## config.mk

```make
export PLATFORM = sky130hd
export DESIGN_NAME = sensor_sample_ctrl
export DESIGN_NICKNAME = d
export VERILOG_FILES = /design/src/rtl/sensor_sample_ctrl.sv
export SDC_FILE = /design/constraint.sdc
export NUM_CORES = 1
export LEC_CHECK = 0
export CAP_MARGIN = 20
export CELL_PAD_IN_SITES_DETAIL_PLACEMENT = 0
export CELL_PAD_IN_SITES_GLOBAL_PLACEMENT = 2
export CORE_MARGIN = 4
export CORE_UTILIZATION = 39
export DETAILED_ROUTE_END_ITERATION = 16
export PLACE_DENSITY = 0.82
export SYNTH_ARGS = -nofsm -noshare
export SYNTH_HDL_FRONTEND = slang
export SYNTH_SLANG_ARGS = --single-unit
```

## constraint.sdc

```tcl
create_clock -name clk -period 2.9 [get_ports clk]
set_input_delay 0.58 -clock clk [delete_from_list [all_inputs] [get_ports clk]]
set_output_delay 0.58 -clock clk [all_outputs]
set_load 0.01 [all_outputs]
```

## src/rtl/sensor_sample_ctrl.sv

```systemverilog
// ============================================================================
// sensor_sample_ctrl
//
// Load controller for a bank of NCH D-type hold registers on robot sensor
// lines. Raw sensor bits are synchronised, sampled once per prescaled tick by
// a single round-robin scan engine, and debounced. A channel's hold register
// receives a one-cycle load strobe (with its data bit) only after the channel
// has shown the same value for STABLE consecutive ticks and that value differs
// from the one last committed to the hold register.
//
// Parameters
//   NCH     number of sensor channels / hold registers (1..16)
//   DIV     clk cycles per sample tick; must be greater than NCH+1 so that a
//           full scan always finishes before the next tick
//   STABLE  consecutive equal samples required before a load (>= 1)
//   INI     power-up committed value of every channel (matches the hold
//           registers' own initial value)
//
// Ports
//   clk      in   1        system clock
//   rst_n    in   1        synchronous reset, active low
//   en       in   1        1 = run prescaler and scans, 0 = idle
//   raw      in   NCH      asynchronous sensor inputs
//   load     out  NCH      one-cycle load strobe, one bit per hold register
//   d_out    out  NCH      data to hold registers, d_out[k] valid with load[k]
//   tick     out  1        one-cycle pulse at each sample instant
//   busy     out  1        high while a scan is in progress
//   ch_idx   out  IW       channel currently being evaluated
// ============================================================================
module sensor_sample_ctrl #(
    parameter int   NCH    = 4,
    parameter int   DIV    = 12000,
    parameter int   STABLE = 3,
    parameter logic INI    = 1'b0,
    localparam int  IW     = (NCH > 1) ? $clog2(NCH) : 1
) (
    input  logic           clk,
    input  logic           rst_n,
    input  logic           en,
    input  logic [NCH-1:0] raw,
    output logic [NCH-1:0] load,
    output logic [NCH-1:0] d_out,
    output logic           tick,
    output logic           busy,
    output logic [IW-1:0]  ch_idx
);

    // ------------------------------------------------------------------------
    // Derived widths and constants
    // ------------------------------------------------------------------------
    localparam int CW = (STABLE > 0) ? $clog2(STABLE + 1) : 1;
    localparam int PW = (DIV > 1) ? $clog2(DIV) : 1;

    localparam logic [PW-1:0] PRESC_MAX = PW'(DIV - 1);
    localparam logic [CW-1:0] CNT_MAX   = CW'(STABLE);
    localparam logic [CW-1:0] CNT_ONE   = CW'(1);
    localparam logic [IW-1:0] LAST_CH   = IW'(NCH - 1);

    typedef enum logic [1:0] {
        ST_IDLE,
        ST_WAIT,
        ST_SCAN
    } state_e;

    // ------------------------------------------------------------------------
    // Registers
    // ------------------------------------------------------------------------
    logic [NCH-1:0] raw_meta_q;     // first synchroniser stage
    logic [NCH-1:0] raw_s_q;        // synchronised sensor bits
    logic [PW-1:0]  presc_q;
    logic           tick_q;

    state_e         state_q;
    logic [IW-1:0]  ch_idx_q;
    logic           busy_q;
    logic [NCH-1:0] load_q;
    logic [NCH-1:0] d_out_q;
    logic [NCH-1:0] committed_q;    // value currently held by each hold register
    logic [NCH-1:0] cand_q;         // value each channel is currently debouncing
    logic [CW-1:0]  cnt_q [NCH];    // consecutive samples equal to cand_q

    // Per-channel evaluation results for the channel under ch_idx_q
    logic           sel_raw;
    logic           sel_cand;
    logic           sel_commit;
    logic [CW-1:0]  sel_cnt;
    logic           cand_d;
    logic [CW-1:0]  cnt_d;
    logic           fire;

    // The scan engine keys off the same condition that raises tick_q, so the
    // first scan cycle coincides with the visible tick pulse.
    logic           presc_wrap;

    assign presc_wrap = en && (presc_q == PRESC_MAX);

    // ------------------------------------------------------------------------
    // Two-flop synchroniser
    // ------------------------------------------------------------------------
    // NOTE: sequential state uses non-blocking (<=) so every flop samples the
    // pre-edge value of its neighbours; blocking here would collapse the two
    // synchroniser stages into one.
    always_ff @(posedge clk) begin
        if (!rst_n) begin
            raw_meta_q <= {NCH{INI}};
            raw_s_q    <= {NCH{INI}};
        end else begin
            raw_meta_q <= raw;
            raw_s_q    <= raw_meta_q;
        end
    end

    // ------------------------------------------------------------------------
    // Prescaler and tick generation
    // ------------------------------------------------------------------------
    always_ff @(posedge clk) begin
        if (!rst_n) begin
            presc_q <= '0;
            tick_q  <= 1'b0;
        end else if (!en) begin
            presc_q <= '0;
            tick_q  <= 1'b0;
        end else begin
            tick_q  <= presc_wrap;
            presc_q <= presc_wrap ? '0 : presc_q + 1'b1;
        end
    end

    // ------------------------------------------------------------------------
    // Debounce evaluation of the channel currently addressed by ch_idx_q
    // ------------------------------------------------------------------------
    // NOTE: every signal written here gets a default on entry so no path can
    // leave it unassigned and infer a latch.
    always_comb begin
        sel_raw    = raw_s_q[ch_idx_q];
        sel_cand   = cand_q[ch_idx_q];
        sel_commit = committed_q[ch_idx_q];
        sel_cnt    = cnt_q[ch_idx_q];
        cand_d     = sel_raw;
        cnt_d      = sel_cnt;
        fire       = 1'b0;

        if (sel_raw != sel_cand) begin
            // New value seen: restart the run length on this sample.
            cnt_d = CNT_ONE;
        end else if (sel_cnt != CNT_MAX) begin
            cnt_d = sel_cnt + 1'b1;
        end

        // Load only once the run reaches STABLE and the hold register differs.
        // With STABLE=1 a single differing sample loads at once.
        fire = (cnt_d == CNT_MAX) && (cand_d != sel_commit);
    end

    // ------------------------------------------------------------------------
    // Scan FSM with registered outputs
    // ------------------------------------------------------------------------
    always_ff @(posedge clk) begin
        assert (DIV > NCH + 1)
            else $error("sensor_sample_ctrl: DIV (%0d) must exceed NCH+1 (%0d)", DIV, NCH + 1);

        if (!rst_n) begin
            state_q     <= ST_IDLE;
            ch_idx_q    <= '0;
            busy_q      <= 1'b0;
            load_q      <= '0;
            d_out_q     <= '0;
            committed_q <= {NCH{INI}};
            cand_q      <= '0;
            // NOTE: the stability counters are a small register array, not a
            // RAM, and must start from a known run length, so each entry is
            // reset explicitly.
            for (int k = 0; k < NCH; k++) begin
                cnt_q[k] <= '0;
            end
        end else begin
            // Strobe is a single-cycle pulse; any strobe registered on the
            // previous edge has already been presented and now drops.
            load_q <= '0;

            if (!en) begin
                // Abort any scan; the debounce history restarts on re-enable
                // while the committed image of the hold registers is kept.
                state_q  <= ST_IDLE;
                ch_idx_q <= '0;
                busy_q   <= 1'b0;
                cand_q   <= '0;
                for (int k = 0; k < NCH; k++) begin
                    cnt_q[k] <= '0;
                end
            end else begin
                case (state_q)
                    ST_IDLE: begin
                        state_q <= ST_WAIT;
                    end

                    ST_WAIT: begin
                        if (presc_wrap) begin
                            state_q  <= ST_SCAN;
                            ch_idx_q <= '0;
                            busy_q   <= 1'b1;
                        end
                    end

                    ST_SCAN: begin
                        cand_q[ch_idx_q] <= cand_d;
                        cnt_q[ch_idx_q]  <= cnt_d;

                        if (fire) begin
                            load_q[ch_idx_q]      <= 1'b1;
                            d_out_q[ch_idx_q]     <= cand_d;
                            committed_q[ch_idx_q] <= cand_d;
                        end

                        if (ch_idx_q == LAST_CH) begin
                            state_q  <= ST_WAIT;
                            ch_idx_q <= '0;
                            busy_q   <= 1'b0;
                        end else begin
                            ch_idx_q <= ch_idx_q + 1'b1;
                        end
                    end

                    default: begin
                        state_q  <= ST_IDLE;
                        ch_idx_q <= '0;
                        busy_q   <= 1'b0;
                    end
                endcase
            end
        end
    end

    // ------------------------------------------------------------------------
    // Outputs
    // ------------------------------------------------------------------------
    assign load   = load_q;
    assign d_out  = d_out_q;
    assign tick   = tick_q;
    assign busy   = busy_q;
    assign ch_idx = ch_idx_q;

endmodule

```

==> results.ini <==
[worst_hold_path]
holdPathStages = 1
hp-start = raw_meta_q[0]
holdCritPathClass = reg2reg
holdPathEnd = raw_s_q[0]

[global_route]
grt_first_pass_wirelength_um = 7672
grt_pass1_vias = 1554
antenna_found_initial = 0
grt_start_max_net_pins = 19
grt.overflow.total = 0
grt_use_total_pct = 15.06

[timing]
hold_viol = 0
slew_violations = 0
fmax_mhz = 483.7
timing.slew.headroom_pct = 71.06
clock_skew_ns = 0.009200
fin_setup_tns_ns = 0
fin_crit_sh_pct = 71.29
worst_slack_ns = 0.8325
rsz0062_at_grt = false
fin_crit_ns = 2.068
tightest_slew_ns = 0.4331
setup_viol = 0

[detailed_routing]
avgViaCountPerCell = 5.151
drc = 0
via_count = 1540
wl_um = 4352
wl_per_cell_um = 14.56
drtIter0Drc = 68
drtAntennaViolNets = 0
first_pass_iters = 4

[floorplanning]
num_io_pins = 19
rows = 26
die_x_um = 81.53
die-area_um2 = 6646
start_util_pct = 40.76
fp.dieH_um = 81.53
core_area_um2 = 5172

[final_layout]
nets = 240
antennaDiodeCount = 0
area_growth_pct = 15.07
final_core_util_pct = 46.90
drive_above_1_share_pct = 6.114

[worst_setup_path]
cp_max_fo = 8
start_kind = flop
r2r-end = d_out[1]
worstPathArrival_ns = 2.29
crit_path_cell_trace = mux4_2 > or3b_4 > a21oi_1 > mux2i_1
rrSetupSlack_ns = 0.83
cp.required_ns = 3.12
cpPeakStageDelay_ns = 0.64
reg2reg_depth = 4
cp-end-kind = flop
reg2reg_from = ch_idx[0]
critPathKind = reg2reg
slowest_stage = mux4_2

[synthesis]
synth_largest_area_cell = dfxtp_1
ys_seq_elements = 50
synth.avg_cell_area_um2 = 9.992
synth_edf_count = 8
syn_area_um2 = 2108
synth.most_common_cell = dfxtp_1
yosysWarnings = 0
synth_cells = 211
netlist_top_cells_count = dfxtp_1 (42), nand2_1 (28), and2_1 (18)
syn_nets = 223
netlist.area_leader.share_pct = 39.88
yosysSeqAreaShare_pct = 51.28
synth_ff_type = dfxtp_1
yosysUniqueCellTypes = 34
synth_area_leaders = dfxtp_1 (40%), edfxtp_1 (11%), and2_1 (5.3%)
async_flop_share_pct = 0

[clock_network]
cts_hold_buffers = 0
clock_sinks = 50
clockBufferDepth = 2
clkLatencyLatePin_ns = 0.30
htree_num_levels = 2
cts-buffers-inserted = 5
clkTransAtPathRegs_ns = 0.08
cts_root_buffer = clkbuf_8
cts_tree = done
cts_resized = 0
cts_setup_buffers = 0

[power_and_ir_drop]
p_leak_nw = 0.8342
peakVddDrop_mv = 0.2096
powerDensity_nw_per_um2 = 468.8
total_power_mw = 1.137

[flow_run]
cap_violations = 0

[placed_design]
hpwl_um = 3210
place_ws_ns = 0.6621
portBuffers = 18
gp_congestion = 0.7646

[outcome]
status = finished clean

==> through the flow <==
stage | cell area, um^2 | hold WS [ns] | std cells
after global placement | 2346 | 0.4148 | 291
final | 2426 | 0.4375 | 299
after floorplan | 2108 | 0.4119 | 211
after detailed placement | 2346 | 0.4199 | 291
after CTS | 2426 | 0.4395 | 299
after global routing | 2426 | 0.4619 | 299
==> cell families (layout without fill, tap and decap cells) <==
logic type | after synthesis | count (layout) | share of synthesized area [%]
AOI/OAI and AO/OA | 25 | 25 | 6.529
and+or+nand+nor | 97 | 97 | 24.63
xor gates and xnor gates | 10 | 10 | 4.155
buffers and inverters | 15 | 33 | 3.027
muxes | 9 | 9 | 7.419
DFF | 50 | 50 | 51.28
adders and majority gates | 5 | 5 | 2.967
==> sequential cells by signal, indices dropped and copies added (netlist names), named ones only <==
signal and flops:
presc_q 14, cnt_q 8, cand_q 4, d_out 4, load 4, raw_meta_q 4
raw_s_q 4, ch_idx 2, state_q 2, busy 1, tick 1
==> metal layers <==
layer,wire length (um),GRT usage (%),vias up
li1,-,-,764
met1,2076,20.58,747
met2,2088,23.70,24
met3,143,2.741,5
met4,44,5.574,0
met5,0,0,-
==> power breakdown <==
part           total (mW)  switching [mW]  internal, mW
Sequential          0.719         0.00415         0.714
Clock               0.382           0.210         0.172
Combinational      0.0369          0.0207        0.0162
Total                1.14           0.235         0.902
==> worst max-delay path: cells and delay by family (launching register included) <==
family / cells / cell delay (ns)
flip-flops: 1 / 0.52
multiplexers: 2 / 0.85
AO/OA/AOI/OAI: 1 / 0.19
AND/OR/NAND/NOR: 1 / 0.44
==> worst max-delay path by stage <==
| stage | startpoint | slack [ns] | cells past startpoint | endpoint |
|---|---|---|---|---|
| after detailed placement | en | 0.66 | 5 | cnt_q[1][1] |
| final | ch_idx[0] | 0.83 | 4 | d_out[1] |
| after global placement | en | 0.75 | 5 | cnt_q[1][1] |
| after floorplan | ch_idx[0] | 0.94 | 5 | d_out[0] |
| after global routing | ch_idx[0] | 0.61 | 4 | cnt_q[2][1] |
| after CTS | ch_idx[0] | 0.81 | 4 | d_out[3] |
==> cell type report <==
cell class	instances	area, um^2
clock buffer	8	80.08
fill	513	2746
inverter	5	18.77
multi-input combinational	146	963.4
sequential	50	1081
tap	70	87.58
timing repair buffer	20	195.2
==> layout by cell type (no fill, tap or decap), types with 3 or more instances in the layout <==
cell,netlist,routed
dfxtp_1,42,42
nand2_1,28,28
and2_1,18,18
clkdlybuf4s50_1,0,18
a21oi_1,16,16
nor2_1,12,12
nand3_1,9,9
nand4_1,8,8
xor2_1,8,8
edfxtp_1,8,8
and3_1,7,7
inv_1,5,5
ha_1,5,5
clkbuf_8,0,5
o21ai_0,4,4
mux4_2,4,4
mux2i_1,4,4
nand2b_1,3,3
clkbuf_1,9,3
Note: power is estimated with default switching activity, not from simulation.
